$ cat src/rtl/load_store_unit.sv
// ---------------------------------------------------------------------------
// load_store_unit
//
// Purpose: bridges the pipeline's memory operations onto a simple
// request/grant/rvalid data bus. One operation is in flight at a time. Loads
// return size-extended data, stores return 0. Misaligned or reserved-size
// requests are rejected in the cycle they arrive.
//
// Ports:
//   clk_i, reset_ni              clock, asynchronous active-low reset
//   data_req_i, data_wr_i        request strobe, 1 = store / 0 = load
//   data_byte_i, zero_extnd_i    size (00 byte, 01 half, 10 word), load zero-extend
//   custom_instr_i               custom tag forwarded to the bus
//   addr_i, wr_data_i            byte address and store data
//   mem_req_o, mem_we_o,
//   mem_size_o, mem_addr_o,
//   mem_wdata_o, mem_custom_o    bus request channel
//   mem_gnt_i, mem_rvalid_i,
//   mem_rdata_i                  bus grant and response channel
//   stall_o                      hold the pipeline
//   rd_valid_o, rd_data_o        one-cycle completion with result
//   misaligned_o                 one-cycle pulse for a rejected request
// ---------------------------------------------------------------------------
module load_store_unit #(
  parameter int XLEN = 19
) (
  input  logic            clk_i,
  input  logic            reset_ni,
  input  logic            data_req_i,
  input  logic            data_wr_i,
  input  logic [1:0]      data_byte_i,
  input  logic            zero_extnd_i,
  input  logic [1:0]      custom_instr_i,
  input  logic [XLEN-1:0] addr_i,
  input  logic [XLEN-1:0] wr_data_i,
  output logic            mem_req_o,
  output logic            mem_we_o,
  output logic [1:0]      mem_size_o,
  output logic [XLEN-1:0] mem_addr_o,
  output logic [XLEN-1:0] mem_wdata_o,
  output logic [1:0]      mem_custom_o,
  input  logic            mem_gnt_i,
  input  logic            mem_rvalid_i,
  input  logic [XLEN-1:0] mem_rdata_i,
  output logic            stall_o,
  output logic            rd_valid_o,
  output logic [XLEN-1:0] rd_data_o,
  output logic            misaligned_o
);

  localparam logic [1:0] IDLE = 2'd0;
  localparam logic [1:0] REQ  = 2'd1;
  localparam logic [1:0] WAIT = 2'd2;
  localparam logic [1:0] DONE = 2'd3;

  localparam logic [1:0] SIZE_BYTE = 2'b00;
  localparam logic [1:0] SIZE_HALF = 2'b01;
  localparam logic [1:0] SIZE_WORD = 2'b10;

  logic [1:0]      state_q, state_d;
  logic [XLEN-1:0] addr_q, wdata_q, rd_data_q;
  logic [1:0]      size_q, custom_q;
  logic            we_q, zext_q;

  logic            misaligned;
  logic            accept;
  logic            capture;
  logic [XLEN-1:0] load_ext;
  logic [XLEN-1:0] wdata_masked;

  // Alignment check on the incoming request; the reserved size is treated
  // as misaligned so it never reaches the bus.
  always_comb begin
    misaligned = 1'b0;
    case (data_byte_i)
      SIZE_BYTE: misaligned = 1'b0;
      SIZE_HALF: misaligned = addr_i[0];
      SIZE_WORD: misaligned = (addr_i[1:0] != 2'b00);
      default:   misaligned = 1'b1;
    endcase
  end

  // reset_ni gates the IDLE-cycle combinational outputs so every output is
  // low while reset is held, even if the decoder keeps requesting.
  assign accept  = reset_ni && (state_q == IDLE) && data_req_i && !misaligned;
  assign capture = ((state_q == REQ) && mem_gnt_i && mem_rvalid_i) ||
                   ((state_q == WAIT) && mem_rvalid_i);

  // Next-state logic. rvalid without a grant in REQ is a stale response and
  // is ignored; so is any rvalid seen in IDLE or DONE.
  always_comb begin
    state_d = state_q;
    case (state_q)
      IDLE: if (accept) state_d = REQ;
      REQ:  if (mem_gnt_i) state_d = mem_rvalid_i ? DONE : WAIT;
      WAIT: if (mem_rvalid_i) state_d = DONE;
      DONE: state_d = IDLE;
      default: state_d = IDLE;
    endcase
  end

  // Load result extension, using the size and extend mode latched with the
  // request rather than whatever the decoder is presenting now.
  always_comb begin
    load_ext = mem_rdata_i;
    case (size_q)
      SIZE_BYTE: load_ext = {{(XLEN-8){mem_rdata_i[7] & ~zext_q}}, mem_rdata_i[7:0]};
      SIZE_HALF: load_ext = {{(XLEN-16){mem_rdata_i[15] & ~zext_q}}, mem_rdata_i[15:0]};
      default:   load_ext = mem_rdata_i;
    endcase
  end

  // Store data is trimmed to the access size with the upper bits cleared.
  always_comb begin
    wdata_masked = wdata_q;
    case (size_q)
      SIZE_BYTE: wdata_masked = {{(XLEN-8){1'b0}}, wdata_q[7:0]};
      SIZE_HALF: wdata_masked = {{(XLEN-16){1'b0}}, wdata_q[15:0]};
      default:   wdata_masked = wdata_q;
    endcase
  end

  // State register.
  always_ff @(posedge clk_i or negedge reset_ni) begin
    if (!reset_ni) state_q <= IDLE;
    else           state_q <= state_d;
  end

  // Request fields are captured only when a request is accepted, so they
  // stay frozen through REQ and WAIT no matter what the inputs do.
  always_ff @(posedge clk_i or negedge reset_ni) begin
    if (!reset_ni) begin
      addr_q   <= '0;
      wdata_q  <= '0;
      size_q   <= 2'b00;
      we_q     <= 1'b0;
      zext_q   <= 1'b0;
      custom_q <= 2'b00;
    end else if (accept) begin
      addr_q   <= addr_i;
      wdata_q  <= wr_data_i;
      size_q   <= data_byte_i;
      we_q     <= data_wr_i;
      zext_q   <= zero_extnd_i;
      custom_q <= custom_instr_i;
    end
  end

  // Response capture; a store's acknowledgement yields a zero result.
  always_ff @(posedge clk_i or negedge reset_ni) begin
    if (!reset_ni)    rd_data_q <= '0;
    else if (capture) rd_data_q <= we_q ? '0 : load_ext;
  end

  // Bus outputs carry the latched request only while REQ is active and are
  // zero otherwise, so a reset drops the request without waiting for grant.
  assign mem_req_o    = (state_q == REQ);
  assign mem_we_o     = mem_req_o & we_q;
  assign mem_size_o   = mem_req_o ? size_q : 2'b00;
  assign mem_addr_o   = mem_req_o ? addr_q : '0;
  assign mem_wdata_o  = (mem_req_o && we_q) ? wdata_masked : '0;
  assign mem_custom_o = mem_req_o ? custom_q : 2'b00;

  assign stall_o      = accept || (state_q == REQ) || (state_q == WAIT);
  assign rd_valid_o   = (state_q == DONE);
  assign rd_data_o    = rd_valid_o ? rd_data_q : '0;
  assign misaligned_o = reset_ni && (state_q == IDLE) && data_req_i && misaligned;

endmodule

$ cat config.mk
export PLATFORM = sky130hd
export DESIGN_NAME = load_store_unit
export DESIGN_NICKNAME = d
export VERILOG_FILES = /design/src/rtl/load_store_unit.sv
export SDC_FILE = /design/constraint.sdc
export NUM_CORES = 1
export LEC_CHECK = 0
export ABC_CLOCK_PERIOD_IN_PS = 2800
export CORE_UTILIZATION = 47
export DETAILED_ROUTE_END_ITERATION = 10
export PLACE_DENSITY = 0.95
export SYNTH_ARGS = -nofsm -noshare
export SYNTH_HDL_FRONTEND = slang
export SYNTH_SLANG_ARGS = --single-unit
$ cat constraint.sdc
create_clock -name clk_i -period 2.8 [get_ports clk_i]
set_input_delay 0.42 -clock clk_i [delete_from_list [all_inputs] [get_ports clk_i]]
set_output_delay 0.42 -clock clk_i [all_outputs]
set_load 0.01 [all_outputs]
* Word-level counts from Yosys, hierarchy flattened *
Cells that the tools add are included.

word-level totals
  word-level logic and storage cells = 52
  input port bits = 68
  output and inout port bits = 66
  flip-flop bits (word level) = 65

cells by class
  bitwise operators = 4
  equality and inequality tests = 9
  muxes and demuxes = 14
  reduce and logical (&&, ||, !) cells = 17

operators with widths
  cell                                                              number
  19-bit 2-to-1 mux                                                 4
  19-bit one-hot mux with 2 select lines                            2
  2-bit 2-to-1 mux                                                  5
  1-bit logical AND                                                 8
  2-bit one-hot mux with 4 select lines                             1
  2-bit by 1-bit == test with 1-bit output (second input constant)  3
  2-bit == test (second input constant)                             3
  2-bit zero test                                                   3
  2-bit != test (second input constant)                             2
  1-bit bitwise AND                                                 3
  1-bit logical OR                                                  3
  1-bit one-hot mux with 3 select lines                             1
  3-bit AND reduction                                               1
  2-bit by 1-bit != test with 1-bit output (second input constant)  1
  2-bit nonzero test                                                1
  1-bit zero test                                                   1
  1-bit 2-to-1 mux                                                  1
  1-bit inverter                                                    1

* Depth between registers and ports, before layout *
Gate-level depths: netlist (run 1).

  depth in word-level cells = 6
  mapped depth = 8
  mapped depth without buffers = 6

* Worst setup path before layout (run 1) *
No wires, ideal clock.

  path type = flip-flop to output port
  start = register state_q[1]
  end = output mem_wdata_o[10]
  arrival = 1,499 ps
  path slack = 881 ps
  required time = 2,380 ps
  stages on the path, launching flop included = 6
  buffers on the path = 1
  cell sequence = dfrtp_1 -> inv_1 -> ha_1 -> and2_1 -> clkbuf_1 -> and3_1

on the way
  cells in the longest elaborated chain, start to end = 3

ends and longest elaborated chain
  what                                      RTL line  source
  start: declaration                        60        logic [1:0] state_q, state_d;
  start signal: assignment                  126       else state_q <= state_d;
  2-bit by 1-bit == test with 1-bit output  157       assign mem_req_o = (state_q == REQ);
  net mem_req_o                             36        output logic mem_req_o,
  1-bit logical AND                         161       assign mem_wdata_o = (mem_req_o && we_q) ? wdata_masked : '0;
  19-bit 2-to-1 mux                         161
  end: declaration                          40        output logic [XLEN-1:0] mem_wdata_o,

The timed path passes the listed nets, and every way through them passes these cells.

* Worst setup path after layout (run 1) *
  start = register state_q[1]
  end = output mem_wdata_o[15]

on the way
  cells in the longest elaborated chain, start to end = 3

ends and longest elaborated chain
  what                                      RTL line
  2-bit by 1-bit == test with 1-bit output  157
  1-bit logical AND                         161
  19-bit 2-to-1 mux                         161

No other way between the ends.

==> metrics.yaml, run 1 <==
die_width_um: 86.47
grt_pass1_vias: 2642
crit_path_start_kind: "flip-flop"
fmax_mhz: 376.1
antenna_found_initial: 0
clock-sinks: 65
io_buffers: 133
vias_per_cell: 4.941
rsz0062_at_grt: "false"
vias: 2520
grt_max_degree: 66
worstHoldPathType: "in2async"
sequentialPowerShare: 0.361
crit_family: "buffers and inverters"
n_antenna_cell: 0
drc_errors: 0
p_switching_uw: 1500
switching_share: 0.3308
critPathMaxFanout: 12
layout-drive-gt1-share: 0.1763
ys.warnings.count: 0
layout_common_cells: "clkdlybuf4s50_1 (132), dfrtp_1 (65), and2_1 (43)"
routedWlPerCell_um: 15.93
fin_nets: 482
ctsResizeCount: 0
p_leak_uw: 0.002298
finalWirelength_um: 8126
slowest_delay_ns: 0.55
critPathCaptureType: "primary output"
cts_buffer_depth: 2
dp_hpwl_um: 5937
clk_pin_slew_ns: 0.08
drt_iter0_drc: 103
core_region_area_mm2: 0.006832
critPathBufInv: 2
finalSetupViolations: 0
gp_congestion: 0.7565
p_per_area_mw_per_mm2: 919.3
outcome: "complete, no violations"
clock_power_share: 0.175
avgSynthCellArea_um2: 12.11
p_int_uw: 3033
grt_pass1_wl_um: 13190
mostFrequentLayoutCell: "clkdlybuf4s50_1"
p_comb_frac: 0.464
start_util: 0.4908
yosysSeqAreaShare: 0.4851
tightest_slew_ns: 0.7961
fill_cells: 519
synth-seq-cells: 65
hold_buffers: 0
drtAntennaViolNets: 0
fin_tns_setup_ns: 0
slew_headroom: 0.4692
slowest_stage: "clkdlybuf4s50_1"
hold_violations: 0
cp_cell_sequence: "inv_1, ha_1, and2_1, and3_1, clkdlybuf4s50_1"
vdd_ir_drop_max_v: 0.0005195
rows: 30
pin_count: 134
cap_violations: 0
area_growth_pct: 47.05
cts_tree: "built"
h-tree-depth: 3
overflow: 0
worstPathArrival_ns: 2.24
groute.usage.overall: 0.2322
cts_root_buffer: "clkbuf_8"
synth_cell_types: 28
setup.worst_path.class: "reg2out"
worstSkewPairLatency_ns: 0.34
layout_min_cycle_time_ns: 2.659
synthCells: 277
die_area_mm2: 0.007476
crit_required_ns: 2.38
die_h_um: 86.47
min_period_over_period: 0.9495
post_cts_buffers: 0
finalMaxSlewViolations: 0
syn_nets: 350
synth.cell_area_mm2: 0.003353
cts_buffers: 9
firstDrtPassIters: 4
skew_ns: 0.01186
power_uw: 4533
==> cell families (layout without fill, tap and decap cells) <==
kind of cell | count (synthesis) | after routing | synth area share
flops | 65 | 65 | 0.4851
buf+inv | 22 | 159 | 0.03918
fa+ha+maj | 5 | 5 | 0.01866
mux | 47 | 47 | 0.2007
simple gates | 105 | 105 | 0.1825
compound gates | 33 | 33 | 0.07388
==> path summary, 6_finish.rpt <==
kind	to	slack [ns]	cells after the start	startpoint
setup / recovery	mem_wdata_o[15]	0.14	5	state_q[1]
hold / removal	wdata_q[18]	0.37	2	reset_ni
setup reg to reg	wdata_q[1]	0.83	6	state_q[1]
hold reg to reg	rd_data_q[16]	0.48	2	rd_data_q[16]
max in group asynchronous	wdata_q[11]	1.92	2	reset_ni
min in group clk_i	rd_data_q[16]	0.48	2	rd_data_q[16]
==> flip-flops by register name (all words and copies together), names as in the netlist <==
| name | flops |
|---|---|
| custom_q | 2 |
| we_q | 1 |
| wdata_q | 19 |
| rd_data_q | 19 |
| zext_q | 1 |
| state_q | 2 |
| addr_q | 19 |
| size_q | 2 |
==> stage by stage <==
| stage | cells | hold WS [ns] | worst slack, ns | util | instance area (um^2) |
|---|---|---|---|---|---|
| floorplan | 277 | 0.1244 | 0.8814 | - | 3353 |
| global placement | 494 | 0.4530 | 0.4230 | 0.6930 | 4735 |
| detailed placement | 494 | 0.4659 | 0.3448 | 0.6930 | 4735 |
| CTS | 510 | 0.4018 | 0.1224 | 0.7218 | 4931 |
| global route | 510 | 0.4293 | 0.02780 | 0.7218 | 4931 |
| finish | 510 | 0.3685 | 0.1413 | 0.7218 | 4931 |
==> cells in the mapped netlist <==
| library cell | number | area, um^2 |
|---|---|---|
| dfrtp_1 | 65 | 1627 |
| and2_1 | 43 | 269.0 |
| mux2_4 | 39 | 585.6 |
| nand2_1 | 21 | 78.83 |
| and3_1 | 20 | 125.1 |
| clkbuf_1 | 10 | 37.54 |
| a21oi_1 | 9 | 45.04 |
| nand2b_1 | 9 | 56.30 |
| o21ai_1 | 8 | 40.04 |
| o31ai_2 | 8 | 100.1 |
| buf_6 | 6 | 67.56 |
| mux2_1 | 6 | 67.56 |
| ha_1 | 5 | 62.56 |
| nor2b_1 | 4 | 25.02 |
| buf_2 | 3 | 15.01 |
| inv_1 | 3 | 11.26 |
| nor2_1 | 3 | 11.26 |
| o31ai_1 | 3 | 22.52 |
| mux2i_1 | 2 | 20.02 |
| or2_1 | 2 | 12.51 |
| a211oi_1 | 1 | 7.510 |
| a21o_1 | 1 | 7.510 |
| a221o_1 | 1 | 10.01 |
| nand3_1 | 1 | 5.000 |
| nor3_2 | 1 | 10.01 |
| nor3b_4 | 1 | 18.77 |
| o211ai_1 | 1 | 7.510 |
| o21bai_1 | 1 | 7.510 |
==> layer usage <==
metal  wire, um  vias to the layer above  global-route usage  share of wire
met5          0                        -                   0              0
met1       3484                     1206              0.2947           0.43
met3        447                       15             0.05048          0.055
met4        176                        0             0.09394          0.022
li1           -                     1205                   -              -
met2       4017                       94              0.3874           0.49
==> cell type report <==
| type | count | area, um^2 | share of cell area |
|---|---|---|---|
| Clock buffer | 11 | 141.4 | 0.02867 |
| Clock inverter | 5 | 55.05 | 0.01116 |
| Inverter | 3 | 11.26 | 0.002284 |
| Multi-Input combinational cell | 190 | 1598 | 0.3240 |
| Sequential cell | 65 | 1627 | 0.3299 |
| Tap cell | 96 | 120.1 | 0.02436 |
| Timing Repair Buffer | 140 | 1379 | 0.2796 |
==> power by group through the flow <==
stage,registers (uW),clock network [uW],logic (uW)
global route,1690,859,2280
floorplan,1550,0,1350
detailed placement,1640,0,2120
finish,1640,792,2100
global placement,1620,0,2040
CTS,1640,812,2130
(Power assumes the default switching activity.)
==> run 2: changes to the inputs <==
--- a/config.mk
+++ b/config.mk
@@ -8,7 +8,8 @@
 export ABC_CLOCK_PERIOD_IN_PS = 2800
 export CORE_UTILIZATION = 47
 export DETAILED_ROUTE_END_ITERATION = 10
-export PLACE_DENSITY = 0.95
+export PLACE_DENSITY = 0.89
+export REMOVE_ABC_BUFFERS = 1
 export SYNTH_ARGS = -nofsm -noshare
 export SYNTH_HDL_FRONTEND = slang
 export SYNTH_SLANG_ARGS = --single-unit
==> run 2 against run 1 <==
Net effect:
- hold slack lost 0.047 ns
- critical path depth shrank 2
- clock-buffer cell count grew 2
- die area is the same
- setup slack gained 0.021 ns
- register-to-register slack gained 0.06 ns
- largest power group unchanged
==> metrics.yaml, run 2 (synthesized netlist as in run 1, its figures left out) <==
outcome: "complete, no violations"
rr_endpoint: "rd_data_q[18]"
post_cts_buffers: 0
vdd_ir_drop_max_v: 0.0004331
layout_min_cycle_time_ns: 2.637
cts_root_buffer: "clkbuf_8"
finalWirelength_um: 7746
die_h_um: 86.47
antenna_found_initial: 0
crit_required_ns: 2.38
cap_violations: 0
crit_path_start_kind: "flip-flop"
critPathMaxFanout: 17
cts_tree: "built"
groute.usage.overall: 0.2158
overflow: 0
p_leak_uw: 0.002312
vias_per_cell: 4.939
ctsResizeCount: 0
layout_common_cells: "clkdlybuf4s50_1 (132), dfrtp_1 (65), and2_1 (42)"
io_buffers: 133
slew_headroom: 0.4589
grt_pass1_vias: 2589
r2r_slack_ns: 0.89
h-tree-depth: 3
fin_nets: 480
tightest_slew_ns: 0.8117
cts_buffers: 9
vias: 2504
grt_pass1_wl_um: 12490
dp_slack_ns: 0.4010
min_period_over_period: 0.9419
firstDrtPassIters: 4
clock-sinks: 65
rsz0062_at_grt: "false"
mostFrequentLayoutCell: "clkdlybuf4s50_1"
layout-drive-gt1-share: 0.1752
die_area_mm2: 0.007476
largestRegisters: "addr_q: 19 flops, rd_data_q: 19 flops, wdata_q: 19 flops"
routedWlPerCell_um: 15.28
final_core_util: 0.7242
power_uw: 4562
clk_pin_slew_ns: 0.07
grt_max_degree: 66
p_per_area_mw_per_mm2: 922.2
drt_iter0_drc: 112
skew_ns: 0.006032
finalSetupViolations: 0
worstSkewPairLatency_ns: 0.33
die_width_um: 86.47
dp_cells: 492
rr_worst_depth: 7
n_antenna_cell: 0
placed_cell_area_mm2: 0.004732
critPathCaptureType: "primary output"
start_util: 0.4908
finalInstanceArea_mm2: 0.004947
drc_errors: 0
fin_cells: 507
dp_hpwl_um: 5377
cts_buffer_depth: 2
pin_count: 134
fmax_mhz: 379.2
setup.worst_path.class: "reg2out"
setup_ws_ns: 0.1627
area_growth_pct: 47.54
worstPathArrival_ns: 2.22
drtAntennaViolNets: 0
hold_violations: 0
gp_congestion: 0.8476
core_region_area_mm2: 0.006832
r2r-start: "state_q[1]"
rows: 30
hold_buffers: 0
worstHoldPathType: "in2async"
finalMaxSlewViolations: 0
## run 2: cell types whose count changed in the layout (fill, tap and decap cells not counted)
cell | before | now
and2_1 | 43 | 42
and2_2 | 0 | 1
buf_12 | 0 | 1
buf_4 | 7 | 4
clkbuf_1 | 1 | 0
clkbuf_8 | 10 | 13
clkinv_2 | 2 | 1
clkinvlp_4 | 2 | 0
## run 2: cell type report
| type | instances | area [um^2] |
|---|---|---|
| clock inverter | 2 | 35.03 |
| fill | 504 | 1884 |
| sequential | 65 | 1627 |
| tap | 96 | 120.1 |
| multi-input combinational | 190 | 1599 |
| timing repair buffer | 138 | 1376 |
| inverter | 3 | 11.26 |
| clock buffer | 13 | 178.9 |
## run 2: worst max path at each step
stage	from	endpoint	slack, ns	depth (start not counted)
after floorplan	state_q[0]	stall_o	-0.33	5
after global placement	addr_i[0]	misaligned_o	0.46	5
after detailed placement	data_byte_i[0]	misaligned_o	0.40	5
after CTS	size_q[1]	mem_wdata_o[14]	0.13	3
after global routing	size_q[1]	mem_wdata_o[13]	0.04	3
final	size_q[1]	mem_wdata_o[14]	0.16	3
## run 2: per-stage QoR
| stage | setup TNS [ns] | hold slack [ns] |
|---|---|---|
| global placement | 0 | 0.4536 |
| finish | 0 | 0.3215 |
| CTS | 0 | 0.3472 |
| detailed placement | 0 | 0.4642 |
| global route | 0 | 0.4024 |
| floorplan | -4.446 | 0.1244 |
## run 2: worst max-delay path, stage by stage (launching register included)
cell and delay, ns:
dfrtp_1 0.49, or2_1 0.60, and3_1 0.24, clkdlybuf4s50_1 0.55
## run 2: where the power goes
part           internal [uW]  switching [uW]  total (uW)
combinational           1220             867        2080
clock                    503             346         849
sequential              1380             254        1630
total                   3100            1470        4560
## run 2: layer usage
layer / vias to the layer above / part of all wire / GRT usage
met2: 94 / 0.48 / 0.3499
met3: 16 / 0.065 / 0.05524
met5: - / 0 / 0
met1: 1194 / 0.43 / 0.2779
li1: 1200 / - / -
met4: 0 / 0.022 / 0.08485
==> patch (flow settings as in run 1) <==
Set the parameter `XLEN` to 17 (it was 19).
--- a/src/rtl/load_store_unit.sv
+++ b/src/rtl/load_store_unit.sv
@@ -22,7 +22,7 @@
 //   misaligned_o                 one-cycle pulse for a rejected request
 // ---------------------------------------------------------------------------
 module load_store_unit #(
-  parameter int XLEN = 19
+  parameter int XLEN = 17
 ) (
   input  logic            clk_i,
   input  logic            reset_ni,
Interface: changed (6 resized); port bits go from 134 to 122. No check against the original RTL was run, so the function may have changed too.
==> patch against run 1 <==
  * Worst setup slack better by 52 ps
  * Routed wire length down 13%
  * Design area down 9.5%
  * Sequential cell count down 6
  * Area after synthesis down 8.7%
  * Global-route usage down 1.0 points
  * Hold slack worse by 34 ps
  * Power down 8.7%
  * Die area down 8.5%
==> patch: results (changes against run 1) <==
- Status: completed
- DR vias/cell: 4.94 (about the same)
- Top Family by Delay on Critical Path: buffers and inverters
- Leakage power: 0.00211 uW (-8.3%)
- Clk_skew: 10.1 ps (-1.79 ps)
- Initial drt markers: 82 (-20%)
- Synth unique cells: 27 (-3.6%)
- Cell count of the worst reg-to-reg path: 7 (+1)
- Worst Max-Slew Pin Slew: 741 ps (-55.3 ps)
- Number of global-route vias before repair: 2215 (-16%)
- Cell count after synthesis: 253 (-8.7%)
- Worst vdd ir: 0.585 mV (+13%)
- Largest net degree at the start of global routing: 60 (-9.1%)
- Final HPWL DP: 5060 um (-15%)
- Gr usage total: 22.2% (-1.0 points)
- WP data arrival: 2190 ps (-50 ps)
- Regs by FF count: addr_q x17, rd_data_q x17, wdata_q x17
- Flop2flop setup slack: 920 ps (+90 ps)
- Input/output buffers: 121 (-9.0%)
- WL/cell: 15.5 um (-2.5%)
- Max incr delay on CP: 590 ps (+40 ps)
- Area contributors post-synth: dfrtp_1 48%, mux2_4 19%, and2_1 7.8%
- Synth cell count leaders: 59 x dfrtp_1, 39 x mux2_4, 38 x and2_1
- Routability Congestion: 0.724 (-4.3%)
- Critical Path Fanout Max: 31 (+19)
- First-pass GRT wire length: 11100 um (-16%)
- Clock latency on the worst-skew pair: 320 ps (-20 ps)
- Share of cells above drive strength 1: 16.8% (-0.88 points)
- Cts bufs inserted: 9 (unchanged)
- Final #Nets: 439 (-8.9%)
- Area after DPL: 0.00427 sq mm (-9.8%)
- Sequential area share after synthesis: 48.2% (-0.29 points)
- Mapped Nets: 320 (-8.6%)
- Final wirelength: 7040 um (-13%)
- Reg-to-Reg End: rd_data_q[8]
patch: how the worst max path moves through the flow:
stage,end,startpoint,slack [ps]
floorplan,mem_addr_o[0],state_q[1],960
global placement,stall_o,data_byte_i[0],460
detailed placement,stall_o,data_byte_i[0],380
CTS,mem_addr_o[5],state_q[1],180
global route,mem_addr_o[5],state_q[1],70
finish,mem_addr_o[5],state_q[1],190
patch: area by class of cell:
class | instances | area, sq um
inverter | 3 | 11.3
clock inverter | 2 | 35.0
timing repair buffer | 126 | 1260
clock buffer | 13 | 159
multi-input combinational | 173 | 1430
fill | 469 | 1850
tap | 77 | 96.3
sequential | 59 | 1480
patch: where the power goes:
| group | total [uW] | switching [uW] | internal [uW] |
|---|---|---|---|
| registers | 1480 | 227 | 1250 |
| logic | 1900 | 772 | 1120 |
| clock network | 766 | 312 | 454 |
patch: cell families (layout without fill, tap and decap cells):
logic type	Yosys count	in the layout	share of synthesized area, %
compound gates	31	31	6.21
simple gates	94	94	17.8
flops	59	59	48.2
mux	43	43	20.5
fa+ha+maj	5	5	2.04
buf+inv	21	144	5.19
patch: metal layers:
metal  GRT usage, %  routed length (um)  share of wire, %
met5              0                   0                 0
met4           7.24                  41              0.58
met3           6.70                 456               6.5
met2           35.8                3410                49
met1           28.5                3130                44
patch: through the flow:
step / power, uW / utilization, % / setup WS [ps] / hold WS [ps]
finish: 4140 / 70.7 / 194 / 335
global route: 4420 / 70.7 / 65.5 / 399
CTS: 4180 / 70.7 / 177 / 363
detailed placement: 3390 / 67.6 / 384 / 458
global placement: 3300 / 67.6 / 461 / 451
floorplan: 2620 / - / 964 / 124
